==> config.mk <==
export PLATFORM = sky130hd
export DESIGN_NAME = jt49_env_flat
export DESIGN_NICKNAME = d
export VERILOG_FILES = /design/src/rtl/jt49_env_if.sv /design/src/rtl/jt49_env.sv /design/src/flat_wrapper.sv
export SDC_FILE = /design/constraint.sdc
export NUM_CORES = 1
export LEC_CHECK = 0
export ABC_AREA = 1
export ABC_CLOCK_PERIOD_IN_PS = 4300
export CORE_MARGIN = 4
export CORE_UTILIZATION = 53
export CTS_CLUSTER_SIZE = 8
export DETAILED_ROUTE_END_ITERATION = 16
export PLACE_DENSITY_LB_ADDON = 0.15
export SLEW_MARGIN = 20
export SYNTH_ARGS = -nofsm -noshare
export SYNTH_HDL_FRONTEND = slang
export SYNTH_SLANG_ARGS = --single-unit
export TNS_END_PERCENT = 100
==> constraint.sdc <==
create_clock -name clk -period 4.3 [get_ports clk]
set_input_delay 0.86 -clock clk [delete_from_list [all_inputs] [get_ports clk]]
set_output_delay 0.86 -clock clk [all_outputs]
set_load 0.005 [all_outputs]
==> src/rtl/jt49_env_if.sv <==
// Envelope generator control/status bundle: divider tick, shape, restart strobe
// and the resulting envelope level.
`timescale 1ns/1ps
interface jt49_env_if;
  logic       cen;
  logic       env_div;
  logic [3:0] shape;
  logic       restart;
  logic [4:0] env;
  logic       env_hold;

  modport master (
    output cen, env_div, shape, restart,
    input  env, env_hold
  );

  modport slave (
    input  cen, env_div, shape, restart,
    output env, env_hold
  );
endinterface

==> src/rtl/jt49_env.sv <==
// AY-3-8910 style envelope generator: 32-step ramp driven by the envelope divider,
// shaped by {CONT,ATT,ALT,HOLD}, with a registered 5-bit level output.
`timescale 1ns/1ps
module jt49_env #(
  parameter bit STEP_BOTH = 1'b0
) (
  input logic       clk,
  input logic       rst,
  jt49_env_if.slave bus
);

  logic [4:0] cnt_reg, cnt_next;
  logic       att_reg, att_next;
  logic       hold_reg, hold_next;
  logic       last_div_reg, last_div_next;
  logic [4:0] env_reg, env_next;
  logic       adv;
  logic       shape_cont, shape_att, shape_alt, shape_hold;

  assign shape_cont = bus.shape[3];
  assign shape_att  = bus.shape[2];
  assign shape_alt  = bus.shape[1];
  assign shape_hold = bus.shape[0];

  generate
    if (STEP_BOTH) begin : g_both_edges
      assign adv = bus.cen & (bus.env_div ^ last_div_reg);
    end else begin : g_rise_edge
      assign adv = bus.cen & bus.env_div & ~last_div_reg;
    end
  endgenerate

  always_comb begin
    cnt_next      = cnt_reg;
    att_next      = att_reg;
    hold_next     = hold_reg;
    env_next      = env_reg;
    last_div_next = bus.cen ? bus.env_div : last_div_reg;

    if (bus.restart) begin
      cnt_next  = 5'd0;
      att_next  = shape_att;
      hold_next = 1'b0;
      env_next  = shape_att ? 5'd0 : 5'd31;
    end else if (adv && !hold_reg) begin
      if (cnt_reg != 5'd31) begin
        cnt_next = cnt_reg + 5'd1;
        env_next = att_reg ? cnt_next : ~cnt_next;
      end else if (!shape_cont) begin
        // One-shot shapes always end silent, whatever ATT/ALT say
        hold_next = 1'b1;
        att_next  = 1'b0;
        env_next  = 5'd0;
      end else if (shape_hold) begin
        hold_next = 1'b1;
        att_next  = att_reg ^ shape_alt;
        env_next  = att_next ? 5'd31 : 5'd0;
      end else begin
        cnt_next = 5'd0;
        att_next = att_reg ^ shape_alt;
        env_next = att_next ? 5'd0 : 5'd31;
      end
    end
  end

  // Reset leaves the output silent and frozen until software writes a shape
  always_ff @(posedge clk or posedge rst) begin
    if (rst) begin
      cnt_reg      <= 5'd0;
      att_reg      <= 1'b0;
      hold_reg     <= 1'b1;
      last_div_reg <= 1'b0;
      env_reg      <= 5'd0;
    end else begin
      cnt_reg      <= cnt_next;
      att_reg      <= att_next;
      hold_reg     <= hold_next;
      last_div_reg <= last_div_next;
      env_reg      <= env_next;
    end
  end

  assign bus.env      = env_reg;
  assign bus.env_hold = hold_reg;

endmodule
==> src/flat_wrapper.sv <==
// flat-port wrapper written by rule: the top's interface ports become plain ports
module jt49_env_flat 
#(
  parameter bit STEP_BOTH = 1'b0
)
  (clk, rst, bus_cen, bus_env_div, bus_shape, bus_restart, bus_env, bus_env_hold);
  jt49_env_if bus_i ();
  input logic clk;
  input logic rst;
  input wire logic [$bits(bus_i.cen)-1:0] bus_cen;
  input wire logic [$bits(bus_i.env_div)-1:0] bus_env_div;
  input wire logic [$bits(bus_i.shape)-1:0] bus_shape;
  input wire logic [$bits(bus_i.restart)-1:0] bus_restart;
  output wire logic [$bits(bus_i.env)-1:0] bus_env;
  output wire logic [$bits(bus_i.env_hold)-1:0] bus_env_hold;
  assign bus_i.cen = bus_cen;
  assign bus_i.env_div = bus_env_div;
  assign bus_i.shape = bus_shape;
  assign bus_i.restart = bus_restart;
  assign bus_env = bus_i.env;
  assign bus_env_hold = bus_i.env_hold;
  jt49_env #(.STEP_BOTH(STEP_BOTH)) u_core (.clk(clk), .rst(rst), .bus(bus_i));
endmodule
==> impl_metrics.sql, run 1 <==
INSERT INTO impl_metrics (metric_group, metric, value, unit) VALUES
('critical_path', 'crit_path_cell_trace', 'clkdlybuf4s50_1', ''),
('die', 'floorplan.rows', '14', ''),
('critical_path', 'setup.worst_path.class', 'register to primary output', ''),
('grt', 'track_usage', '0.178', ''),
('placement', 'dp_hpwl', '1360', 'um'),
('grt', 'grt.overflow.total', '0', ''),
('critical_path', 'flop_to_flop_setup_slack', '2.51', 'ns'),
('die', 'fp.dieW', '48.0', 'um'),
('final_layout', 'fillerInstances', '136', ''),
('timing', 'final_worst_path_period_need', '2.15', 'ns'),
('clock_network', 'cts.clk_slew.worst_paths', '0.08', 'ns'),
('synthesis', 'synth.ff_latch_count', '13', ''),
('final_layout', 'layout-area-overhead-vs-synth', '21.9', '%'),
('min_path', 'min_delay_worst_endpoint', 'u_core.bus.env[3]', ''),
('synthesis', 'synth_warnings', '0', ''),
('critical_path', 'critPathArrivalTime', '1.29', 'ns'),
('grt', 'first_global_vias', '709', ''),
('routing', 'dr.first_iter.drc_count', '10', ''),
('placement', 'gp_routability_congestion', '0.874', ''),
('placement', 'placed_cells_incl_taps', '137', ''),
('run_status', 'status', 'finished clean', ''),
('clock_network', 'post-cts-setup-buffers', '0', ''),
('synthesis', 'synth-async-reset-ratio', '1.00', ''),
('min_path', 'min_delay_path_depth', '2', ''),
('synthesis', 'synthFlopType', 'sky130_fd_sc_hd__dfrtp_1', ''),
('synthesis', 'post-synth-top-count-cell', 'sky130_fd_sc_hd__nand2_1', ''),
('timing', 'maximum_clock_frequency', '465', 'MHz'),
('grt', 'grt_first_pass_wirelength', '2860', 'um'),
('critical_path', 'worst_setup_path_start_kind', 'register', ''),
('timing', 'worst_pin_slew', '0.473', 'ns'),
('critical_path', 'timing.critical_path.slowest_stage_cell', 'sky130_fd_sc_hd__dfstp_2', ''),
('synthesis', 'synth_edf_count', '0', ''),
('routing', 'detail_route.wl_per_cell', '11.7', 'um'),
('critical_path', 'worstSetupStartpoint', 'u_core.bus.env_hold', ''),
('routing', 'routed_wire_length', '1640', 'um'),
('timing', 'rsz0062_at_grt', 'false', ''),
('power_and_ir_drop', 'cellLeakagePower', '0.000487', 'uW'),
('synthesis', 'ys_top_cells_by_area', 'sky130_fd_sc_hd__dfrtp_1 (35%), sky130_fd_sc_hd__nand2_1 (11%), sky130_fd_sc_hd__nand3_1 (7.1%)', ''),
('timing', 'setup-violations-final', '0', ''),
('die', 'io_pins', '15', ''),
('critical_path', 'biggest_cell_delay_along_the_critical_path', '0.53', 'ns'),
('grt', 'grt_antenna_before_repair', '0', ''),
('clock_network', 'insertion_delay', '0.26', 'ns'),
('final_layout', 'final-instance-count-excl-fill', '141', ''),
('critical_path', 'worst_reg_to_reg_path_cell_count', '10', ''),
('timing', 'finalMaxSlewViolations', '0', ''),
('final_layout', 'nets', '137', ''),
('placement', 'dpl-instance-area', '0.00101', 'mm2'),
('critical_path', 'ff_to_ff_end', 'u_core.cnt_reg[2]', ''),
('critical_path', 'worst-path-max-fanout', '2', ''),
('routing', 'vias', '733', ''),
('routing', 'route.antenna.remaining_nets', '0', ''),
('synthesis', 'share_of_the_yosys_chip_area_belonging_to_registers', '0.384', ''),
('power_and_ir_drop', 'max-vdd-ir-drop', '0.000167', 'V'),
('timing', 'timing.final.crit_share', '0.500', ''),
('timing', 'skew', '0.00245', 'ns'),
('flow_run', 'maxCapViolations', '0', ''),
('timing', 'maxSlewHeadroom', '0.685', ''),
('min_path', 'holdCritPathClass', 'register to register', ''),
('critical_path', 'required', '3.44', 'ns'),
('final_layout', 'layout-drive-gt1-share', '0.160', ''),
('synthesis', 'synth_cell_type_count', '23', ''),
('synthesis', 'postSynthCellCount', '107', ''),
('synthesis', 'syn-mean-instance-area', '7.94', 'um2'),
('timing', 'timing.final.ws_setup', '2.15', 'ns'),
('die', 'floorplan.die.height', '48.0', 'um'),
('synthesis', 'syn-cell-area', '850', 'um2'),
('clock_network', 'cts_max_level', '1', ''),
('routing', 'number_of_design_rule_violations_left_after_detail_routing', '0', ''),
('die', 'dieArea', '0.00231', 'mm2'),
('clock_network', 'cts-hold-fix-buffers', '0', '');
-- worst reg2reg max path, stage by stage, from the launching register on --
cell,delay [ns]
sky130_fd_sc_hd__dfrtp_1,0.43
sky130_fd_sc_hd__ha_1,0.20
sky130_fd_sc_hd__nand2_1,0.09
sky130_fd_sc_hd__nor2_1,0.15
sky130_fd_sc_hd__ha_1,0.24
sky130_fd_sc_hd__inv_2,0.05
sky130_fd_sc_hd__nor2_2,0.15
sky130_fd_sc_hd__nand2_1,0.09
sky130_fd_sc_hd__nand2_2,0.13
sky130_fd_sc_hd__nand2_1,0.07
sky130_fd_sc_hd__o31ai_1,0.08
-- metal layers --
layer	vias up	wire length (um)	part of all wire	global-route usage
met5	-	0	0	0
met4	0	29	0.018	0.0753
met3	4	66	0.040	0.0338
met2	13	761	0.46	0.298
met1	335	785	0.48	0.223
li1	381	-	-	-
-- through the flow --
stage	util	hold slack (ns)
after global placement	0.670	0.505
after CTS	0.688	0.524
after floorplan	-	0.465
final	0.688	0.521
after detailed placement	0.670	0.506
after global routing	0.688	0.580
-- worst max path at each step --
stage,to,slack [ns],cells past startpoint
after floorplan,u_core.bus.env[4],2.73,11
after global placement,u_core.bus.env[3],2.17,6
after detailed placement,u_core.bus.env[4],2.14,8
after CTS,bus_env_hold,2.14,1
after global routing,bus_env_hold,2.10,1
final,bus_env_hold,2.15,1
-- kinds of logic after synthesis --
kind of cell	count (synthesis)	share of synthesized area
flops	13	0.384
buf+inv	17	0.0781
simple gates	61	0.405
fa+ha+maj	2	0.0295
compound gates	14	0.103
-- area by class of cell --
class | count | area (um2) | area share
clock buffers | 4 | 26.3 | 0.0254
inverters | 17 | 66.3 | 0.0640
multi-input cells | 77 | 457 | 0.441
flip-flops and latches | 13 | 327 | 0.315
well taps | 16 | 20.0 | 0.0193
repair buffers | 14 | 140 | 0.135
-- power by group --
group	leakage [uW]	switching, uW	internal [uW]
sequential	0.000159	9.97	135
clock	0.0000150	38.4	35.8
combinational	0.000314	45.2	41.4
-- cells in the final DEF, fill, tap and decap left out, drive strengths merged, types with 4 or more instances in the layout --
cell / count
nand2: 30
inv: 17
clkdlybuf4s50: 14
nand3: 14
dfrtp: 12
nor2: 10
a21oi: 8
or2: 4
clkbuf: 4
o21ai: 4
Power figures use the tool's default switching activity.
==> run 2: changes to the inputs <==
--- a/config.mk
+++ b/config.mk
@@ -6,9 +6,9 @@
 export NUM_CORES = 1
 export LEC_CHECK = 0
 export ABC_AREA = 1
-export ABC_CLOCK_PERIOD_IN_PS = 4300
+export ABC_CLOCK_PERIOD_IN_PS = 2100
 export CORE_MARGIN = 4
-export CORE_UTILIZATION = 53
+export CORE_UTILIZATION = 50
 export CTS_CLUSTER_SIZE = 8
 export DETAILED_ROUTE_END_ITERATION = 16
 export PLACE_DENSITY_LB_ADDON = 0.15
==> constraint.sdc (replaced) <==
create_clock -name clk -period 2.1 [get_ports clk]
set_input_delay 0.42 -clock clk [delete_from_list [all_inputs] [get_ports clk]]
set_output_delay 0.42 -clock clk [all_outputs]
set_load 0.005 [all_outputs]
==> run 2 against run 1 <==
  * Combinational power grew 110%
  * Critical path type is now register to register
  * Critical path depth up 9
  * Critical endpoint is now u_core.cnt_reg[0]
  * Clock power up 110%
==> impl_metrics.sql, run 2 (same netlist as run 1, synthesis figures left out) <==
INSERT INTO impl_metrics (metric_group, metric, value, unit) VALUES
('grt', 'grt.overflow.total', '0', ''),
('critical_path', 'critical_path_cell_count', '10', ''),
('routing', 'vias', '733', ''),
('min_path', 'holdCritPathClass', 'primary input to asynchronous set/reset pin', ''),
('clock_network', 'cts.clk_slew.worst_paths', '0.08', 'ns'),
('critical_path', 'worstSetupStartpoint', 'u_core.cnt_reg[0]', ''),
('grt', 'global_route.usage.met2', '0.257', ''),
('die', 'fp.coreArea', '0.00156', 'mm2'),
('routing', 'vias_per_cell', '5.20', ''),
('power_and_ir_drop', 'internal_power', '435', 'uW'),
('grt', 'grtUsageMet3', '0.0306', ''),
('timing', 'rsz0062_at_grt', 'false', ''),
('critical_path', 'biggest_cell_delay_along_the_critical_path', '0.43', 'ns'),
('routing', 'routed_wire_length', '1700', 'um'),
('grt', 'grt_antenna_before_repair', '0', ''),
('timing', 'maximum_clock_frequency', '575', 'MHz'),
('critical_path', 'worst_setup_path_start_kind', 'register', ''),
('final_layout', 'final_cell_mix', 'sky130_fd_sc_hd__nand2_1 (25), sky130_fd_sc_hd__clkdlybuf4s50_1 (14), sky130_fd_sc_hd__inv_1 (13)', ''),
('critical_path', 'timing.critical_path.slowest_stage_cell', 'sky130_fd_sc_hd__dfrtp_1', ''),
('clock_network', 'cts_buffer_depth', '2', ''),
('timing', 'skew', '0.00353', 'ns'),
('timing', 'finalSetupTns', '0', 'ns'),
('critical_path', 'end_kind', 'register', ''),
('timing', 'final_worst_path_period_need', '1.74', 'ns'),
('die', 'floorplan.rows', '14', ''),
('critical_path', 'timing.critical_path.max_delay_family', 'simple AND/OR/NAND/NOR gates', ''),
('placement', 'buffer_ports.inserted', '14', ''),
('final_layout', 'layout-area-overhead-vs-synth', '21.9', '%'),
('clock_network', 'cts_max_level', '1', ''),
('critical_path', 'startpoint_of_the_worst_slack_reg_to_reg_timing_path', 'u_core.cnt_reg[0]', ''),
('critical_path', 'critPathArrivalTime', '1.94', 'ns'),
('clock_network', 'cts-hold-fix-buffers', '0', ''),
('clock_network', 'post-cts-setup-buffers', '0', ''),
('critical_path', 'cp.buffers_inverters', '1', ''),
('final_layout', 'layout-drive-gt1-share', '0.160', ''),
('clock_network', 'insertion_delay', '0.28', 'ns'),
('grt', 'largest_net_degree_at_the_start_of_global_routing', '14', ''),
('grt', 'gr-usage-met1', '0.198', ''),
('routing', 'number_of_design_rule_violations_left_after_detail_routing', '0', ''),
('timing', 'maxSlewHeadroom', '0.666', ''),
('critical_path', 'crit_path_cell_trace', 'ha_1 > nand2_1 > nor2_1 > ha_1 > inv_2 > nor2_2 > nand2_1 > nand2_2 > a21oi_1 > a21oi_1', ''),
('grt', 'grt_first_pass_wirelength', '2970', 'um'),
('die', 'dieArea', '0.00242', 'mm2'),
('routing', 'detail_route.wl_per_cell', '12.1', 'um'),
('clock_network', 'cts.sinks', '13', ''),
('flow_run', 'maxCapViolations', '0', ''),
('power_and_ir_drop', 'power_density_over_the_cells', '609', 'mW/mm2'),
('timing', 'finalMaxSlewViolations', '0', ''),
('routing', 'route.antenna.remaining_nets', '0', ''),
('routing', '1st_pass_router_iterations', '4', ''),
('power_and_ir_drop', 'max-vdd-ir-drop', '0.000421', 'V'),
('die', 'floorplan.die.height', '49.2', 'um'),
('run_status', 'status', 'finished clean', ''),
('routing', 'dr.first_iter.drc_count', '5', ''),
('grt', 'first_global_vias', '700', ''),
('power_and_ir_drop', 'switching_pwr', '196', 'uW'),
('die', 'fp.dieW', '49.2', 'um'),
('timing', 'final_hold_viol_count', '0', ''),
('critical_path', 'required', '2.30', 'ns'),
('critical_path', 'worst_reg_to_reg_path_cell_count', '10', ''),
('placement', 'dp_hpwl', '1380', 'um'),
('power_and_ir_drop', 'cellLeakagePower', '0.000487', 'uW'),
('timing', 'setup-violations-final', '0', ''),
('die', 'io_pins', '15', ''),
('critical_path', 'worst-path-max-fanout', '7', ''),
('grt', 'grt_most_used_layer', 'met2', ''),
('final_layout', 'insertedDiodeCount', '0', ''),
('timing', 'worst_pin_slew', '0.500', 'ns'),
('clock_network', 'tritoncts', 'done', ''),
('timing', 'timing.final.crit_share', '0.828', ''),
('final_layout', 'nets', '137', ''),
('placement', 'gp_routability_congestion', '0.851', ''),
('clock_network', 'clock_root_buffer_master', 'sky130_fd_sc_hd__clkbuf_4', ''),
('clock_network', 'cts_buffers', '3', ''),
('critical_path', 'setup.worst_path.class', 'register to register', ''),
('power_and_ir_drop', 'clockPowerShare', '0.250', ''),
('grt', 'track_usage', '0.159', ''),
('timing', 'hold_slack', '0.457', 'ns'),
('final_layout', 'final_common_cell', 'sky130_fd_sc_hd__nand2_1', ''),
('die', 'effective_utilization_at_floorplan', '0.545', ''),
('power_and_ir_drop', 'switching_share', '0.311', ''),
('power_and_ir_drop', 'power.share.combinational', '0.283', ''),
('power_and_ir_drop', 'seqPwrFrac', '0.468', ''),
('clock_network', 'post_cts.resized_instances', '0', ''),
('final_layout', 'fillerInstances', '146', '');
==> run 2: power by group through the flow <==
stage | logic (uW) | registers, uW | clock network [uW]
6_report | 178 | 295 | 158
5_1_grt | 200 | 300 | 176
4_1_cts | 181 | 295 | 163
3_5_place_dp | 181 | 300 | 0
3_3_place_gp | 179 | 299 | 0
2_1_floorplan | 105 | 299 | 0
==> run 2: routing by layer <==
layer,vias up,share of wire
li1,383,-
met1,331,0.46
met2,15,0.47
met3,4,0.046
met5,-,0
met4,0,0.021
==> run 2: stage by stage <==
| step | power (uW) | cells | area, um2 | setup WS [ns] | util |
|---|---|---|---|---|---|
| floorplan | 404 | 107 | 850 | 0.527 | - |
| global placement | 478 | 137 | 1010 | 0.360 | 0.648 |
| detailed placement | 480 | 137 | 1010 | 0.372 | 0.648 |
| CTS | 640 | 141 | 1040 | 0.353 | 0.665 |
| global route | 675 | 141 | 1040 | 0.173 | 0.665 |
| finish | 631 | 141 | 1040 | 0.362 | 0.665 |
==> run 2: layout make-up <==
cell class | instances | area, um2 | area share
Clock buffer | 4 | 26.3 | 0.0254
Inverter | 17 | 66.3 | 0.0640
Multi-Input combinational cell | 77 | 457 | 0.441
Sequential cell | 13 | 327 | 0.315
Tap cell | 16 | 20.0 | 0.0193
Timing Repair Buffer | 14 | 140 | 0.135
==> run 2: worst paths after layout <==
path / to / slack, ns
worst max-delay path: u_core.cnt_reg[0] / 0.36
worst min-delay path: u_core.cnt_reg[2] / 0.46
worst max register to register: u_core.cnt_reg[0] / 0.36
worst min register to register: u_core.bus.env[3] / 0.52
max in group asynchronous: u_core.bus.env_hold / 1.28
min in group clk: u_core.bus.env[3] / 0.52
==> run 2: worst register-to-register path, cell delays in order (launching register included) <==
cell and delay, ns:
sky130_fd_sc_hd__dfrtp_1 0.43, sky130_fd_sc_hd__ha_1 0.19, sky130_fd_sc_hd__nand2_1 0.09, sky130_fd_sc_hd__nor2_1 0.11, sky130_fd_sc_hd__ha_1 0.24, sky130_fd_sc_hd__inv_2 0.05
sky130_fd_sc_hd__nor2_2 0.15, sky130_fd_sc_hd__nand2_1 0.09, sky130_fd_sc_hd__nand2_2 0.13, sky130_fd_sc_hd__a21oi_1 0.06, sky130_fd_sc_hd__a21oi_1 0.13
==> run 3: changes to the inputs <==
--- a/config.mk
+++ b/config.mk
@@ -6,7 +6,7 @@
 export NUM_CORES = 1
 export LEC_CHECK = 0
 export ABC_AREA = 1
-export ABC_CLOCK_PERIOD_IN_PS = 2100
+export ABC_CLOCK_PERIOD_IN_PS = 1700
 export CORE_MARGIN = 4
 export CORE_UTILIZATION = 50
 export CTS_CLUSTER_SIZE = 8
==> constraint.sdc (replaced) <==
create_clock -name clk -period 1.7 [get_ports clk]
set_input_delay 0.34 -clock clk [delete_from_list [all_inputs] [get_ports clk]]
set_output_delay 0.34 -clock clk [all_outputs]
set_load 0.005 [all_outputs]
==> run 3 against run 2 <==
  * Utilization grew 2.6 points
  * Critical endpoint is now bus_env_hold
  * Register-to-register slack lost 0.24 ns
  * Total power grew 25%
  * Critical path depth shrank 9
  * Non-clock buffer count grew 4
  * Worst setup slack lost 0.30 ns
  * Sequential share of layout area shrank 1.2 points
==> impl_metrics.sql, run 3 (same netlist as run 1, synthesis figures left out) <==
INSERT INTO impl_metrics (metric_group, metric, value, unit) VALUES
('timing', 'maxSlewHeadroom', '0.678', ''),
('clock_network', 'insertion_delay', '0.27', 'ns'),
('power_and_ir_drop', 'seqPwrFrac', '0.460', ''),
('timing', 'maximum_clock_frequency', '610', 'MHz'),
('critical_path', 'cp.buffers_inverters', '1', ''),
('critical_path', 'biggest_cell_delay_along_the_critical_path', '0.53', 'ns'),
('die', 'fp.dieW', '49.2', 'um'),
('grt', 'largest_net_degree_at_the_start_of_global_routing', '14', ''),
('clock_network', 'cts_max_level', '1', ''),
('timing', 'timing.final.ws_setup', '0.0604', 'ns'),
('power_and_ir_drop', 'clockPowerShare', '0.241', ''),
('critical_path', 'timing.critical_path.max_delay_family', 'flip-flops', ''),
('timing', 'rsz0062_at_grt', 'false', ''),
('critical_path', 'crit_path_cell_trace', 'clkdlybuf4s50_1', ''),
('power_and_ir_drop', 'cellLeakagePower', '0.000505', 'uW'),
('timing', 'setup-violations-final', '0', ''),
('die', 'floorplan.rows', '14', ''),
('power_and_ir_drop', 'max-vdd-ir-drop', '0.000491', 'V'),
('routing', '1st_pass_router_iterations', '4', ''),
('routing', 'detail_route.wl_per_cell', '11.8', 'um'),
('clock_network', 'cts_buffers', '3', ''),
('final_layout', 'final-instance-count-excl-fill', '145', ''),
('flow_run', 'maxCapViolations', '0', ''),
('grt', 'first_global_vias', '712', ''),
('power_and_ir_drop', 'switching_share', '0.306', ''),
('die', 'io_pins', '15', ''),
('clock_network', 'cts.clk_slew.worst_paths', '0.08', 'ns'),
('routing', 'vias_per_cell', '5.30', ''),
('routing', 'route.antenna.remaining_nets', '0', ''),
('routing', 'number_of_design_rule_violations_left_after_detail_routing', '0', ''),
('timing', 'skew', '0.00136', 'ns'),
('critical_path', 'worst_setup_path_start_kind', 'register', ''),
('final_layout', 'final_cell_mix', 'sky130_fd_sc_hd__nand2_1 (24), sky130_fd_sc_hd__clkdlybuf4s50_1 (14), sky130_fd_sc_hd__inv_1 (13)', ''),
('routing', 'routed_wire_length', '1720', 'um'),
('placement', 'buffer_ports.inserted', '14', ''),
('final_layout', 'layout-area-overhead-vs-synth', '26.7', '%'),
('grt', 'grt.overflow.total', '0', ''),
('clock_network', 'cts-hold-fix-buffers', '0', ''),
('critical_path', 'end_kind', 'primary output', ''),
('timing', 'finalSetupTns', '0', 'ns'),
('timing', 'final_hold_viol_count', '0', ''),
('min_path', 'holdCritPathClass', 'primary input to asynchronous set/reset pin', ''),
('final_layout', 'layout-drive-gt1-share', '0.202', ''),
('die', 'fp.coreArea', '0.00156', 'mm2'),
('power_and_ir_drop', 'power.share.combinational', '0.298', ''),
('power_and_ir_drop', 'power_density_over_the_cells', '731', 'mW/mm2'),
('routing', 'dr.first_iter.drc_count', '41', ''),
('critical_path', 'critPathArrivalTime', '1.30', 'ns'),
('grt', 'track_usage', '0.159', ''),
('die', 'effective_utilization_at_floorplan', '0.545', ''),
('clock_network', 'clock_root_buffer_master', 'sky130_fd_sc_hd__clkbuf_4', ''),
('clock_network', 'cts.sinks', '13', ''),
('placement', 'placed_cells_incl_taps', '139', ''),
('final_layout', 'final_common_cell', 'sky130_fd_sc_hd__nand2_1', ''),
('timing', 'finalMaxSlewViolations', '0', ''),
('power_and_ir_drop', 'switching_pwr', '241', 'uW'),
('run_status', 'status', 'finished clean', ''),
('critical_path', 'timing.critical_path.slowest_stage_cell', 'sky130_fd_sc_hd__dfstp_2', ''),
('grt', 'grt_antenna_before_repair', '0', ''),
('critical_path', 'worst-path-max-fanout', '2', ''),
('timing', 'timing.final.crit_share', '0.964', ''),
('grt', 'grt_first_pass_wirelength', '3020', 'um'),
('die', 'dieArea', '0.00242', 'mm2'),
('routing', 'vias', '768', ''),
('clock_network', 'cts_buffer_depth', '2', ''),
('critical_path', 'setup.worst_path.class', 'register to primary output', ''),
('critical_path', 'required', '1.36', 'ns'),
('final_layout', 'nets', '141', ''),
('clock_network', 'tritoncts', 'done', ''),
('placement', 'preCtsSetupSlack', '0.0311', 'ns'),
('die', 'floorplan.die.height', '49.2', 'um'),
('timing', 'final_worst_path_period_need', '1.64', 'ns'),
('timing', 'worst_pin_slew', '0.483', 'ns'),
('placement', 'dp_hpwl', '1360', 'um'),
('final_layout', 'insertedDiodeCount', '0', ''),
('placement', 'gp_routability_congestion', '0.838', ''),
('power_and_ir_drop', 'internal_power', '546', 'uW');
-- run 3: power by group through the flow --
stage / registers (uW) / logic, uW / clock network (uW)
after floorplan: 369 / 130 / 0
after detailed placement: 369 / 232 / 0
after CTS: 363 / 232 / 195
final: 362 / 235 / 190
after global placement: 368 / 229 / 0
after global routing: 367 / 260 / 218
-- run 3: per-stage QoR --
step | util | total power (uW) | hold WS, ns | area, um2
after global routing | 0.690 | 846 | 0.419 | 1080
after global placement | 0.657 | 597 | 0.512 | 1020
after detailed placement | 0.657 | 601 | 0.509 | 1020
after CTS | 0.674 | 790 | 0.391 | 1050
after floorplan | - | 499 | 0.216 | 850
final | 0.690 | 787 | 0.376 | 1080
-- run 3: layout make-up --
cell class,instances,area (um2)
inverter,17,66.3
fill,132,483
multi-input combinational,77,467
clock buffer,4,26.3
tap,16,20.0
sequential,13,327
timing repair buffer,18,170
-- run 3: final timing paths --
check | from | depth (start not counted) | slack, ns | to
min in group clk | u_core.bus.env[3] | 2 | 0.52 | u_core.bus.env[3]
worst min register to register | u_core.bus.env[3] | 2 | 0.52 | u_core.bus.env[3]
worst min-delay path | rst | 2 | 0.38 | u_core.bus.env[0]
worst max register to register | u_core.cnt_reg[0] | 11 | 0.12 | u_core.bus.env[4]
max in group asynchronous | rst | 2 | 0.98 | u_core.bus.env_hold
worst max-delay path | u_core.bus.env_hold | 1 | 0.06 | bus_env_hold
-- run 3: per-layer routing --
layer / part of all wire / GRT usage / up-vias
met5: 0 / 0 / -
met4: 0.0087 / 0.0900 / 0
met3: 0.065 / 0.0336 / 2
met2: 0.46 / 0.234 / 25
met1: 0.46 / 0.213 / 352
li1: - / - / 389
-- run 3: what timing repair did --
| item | 4_1_cts | 5_1_grt |
|---|---|---|
| endpoints found under the setup margin | 0 | 8 |
| gates resized for setup | 0 | 3 |
| buffers inserted | 0 | 2 |
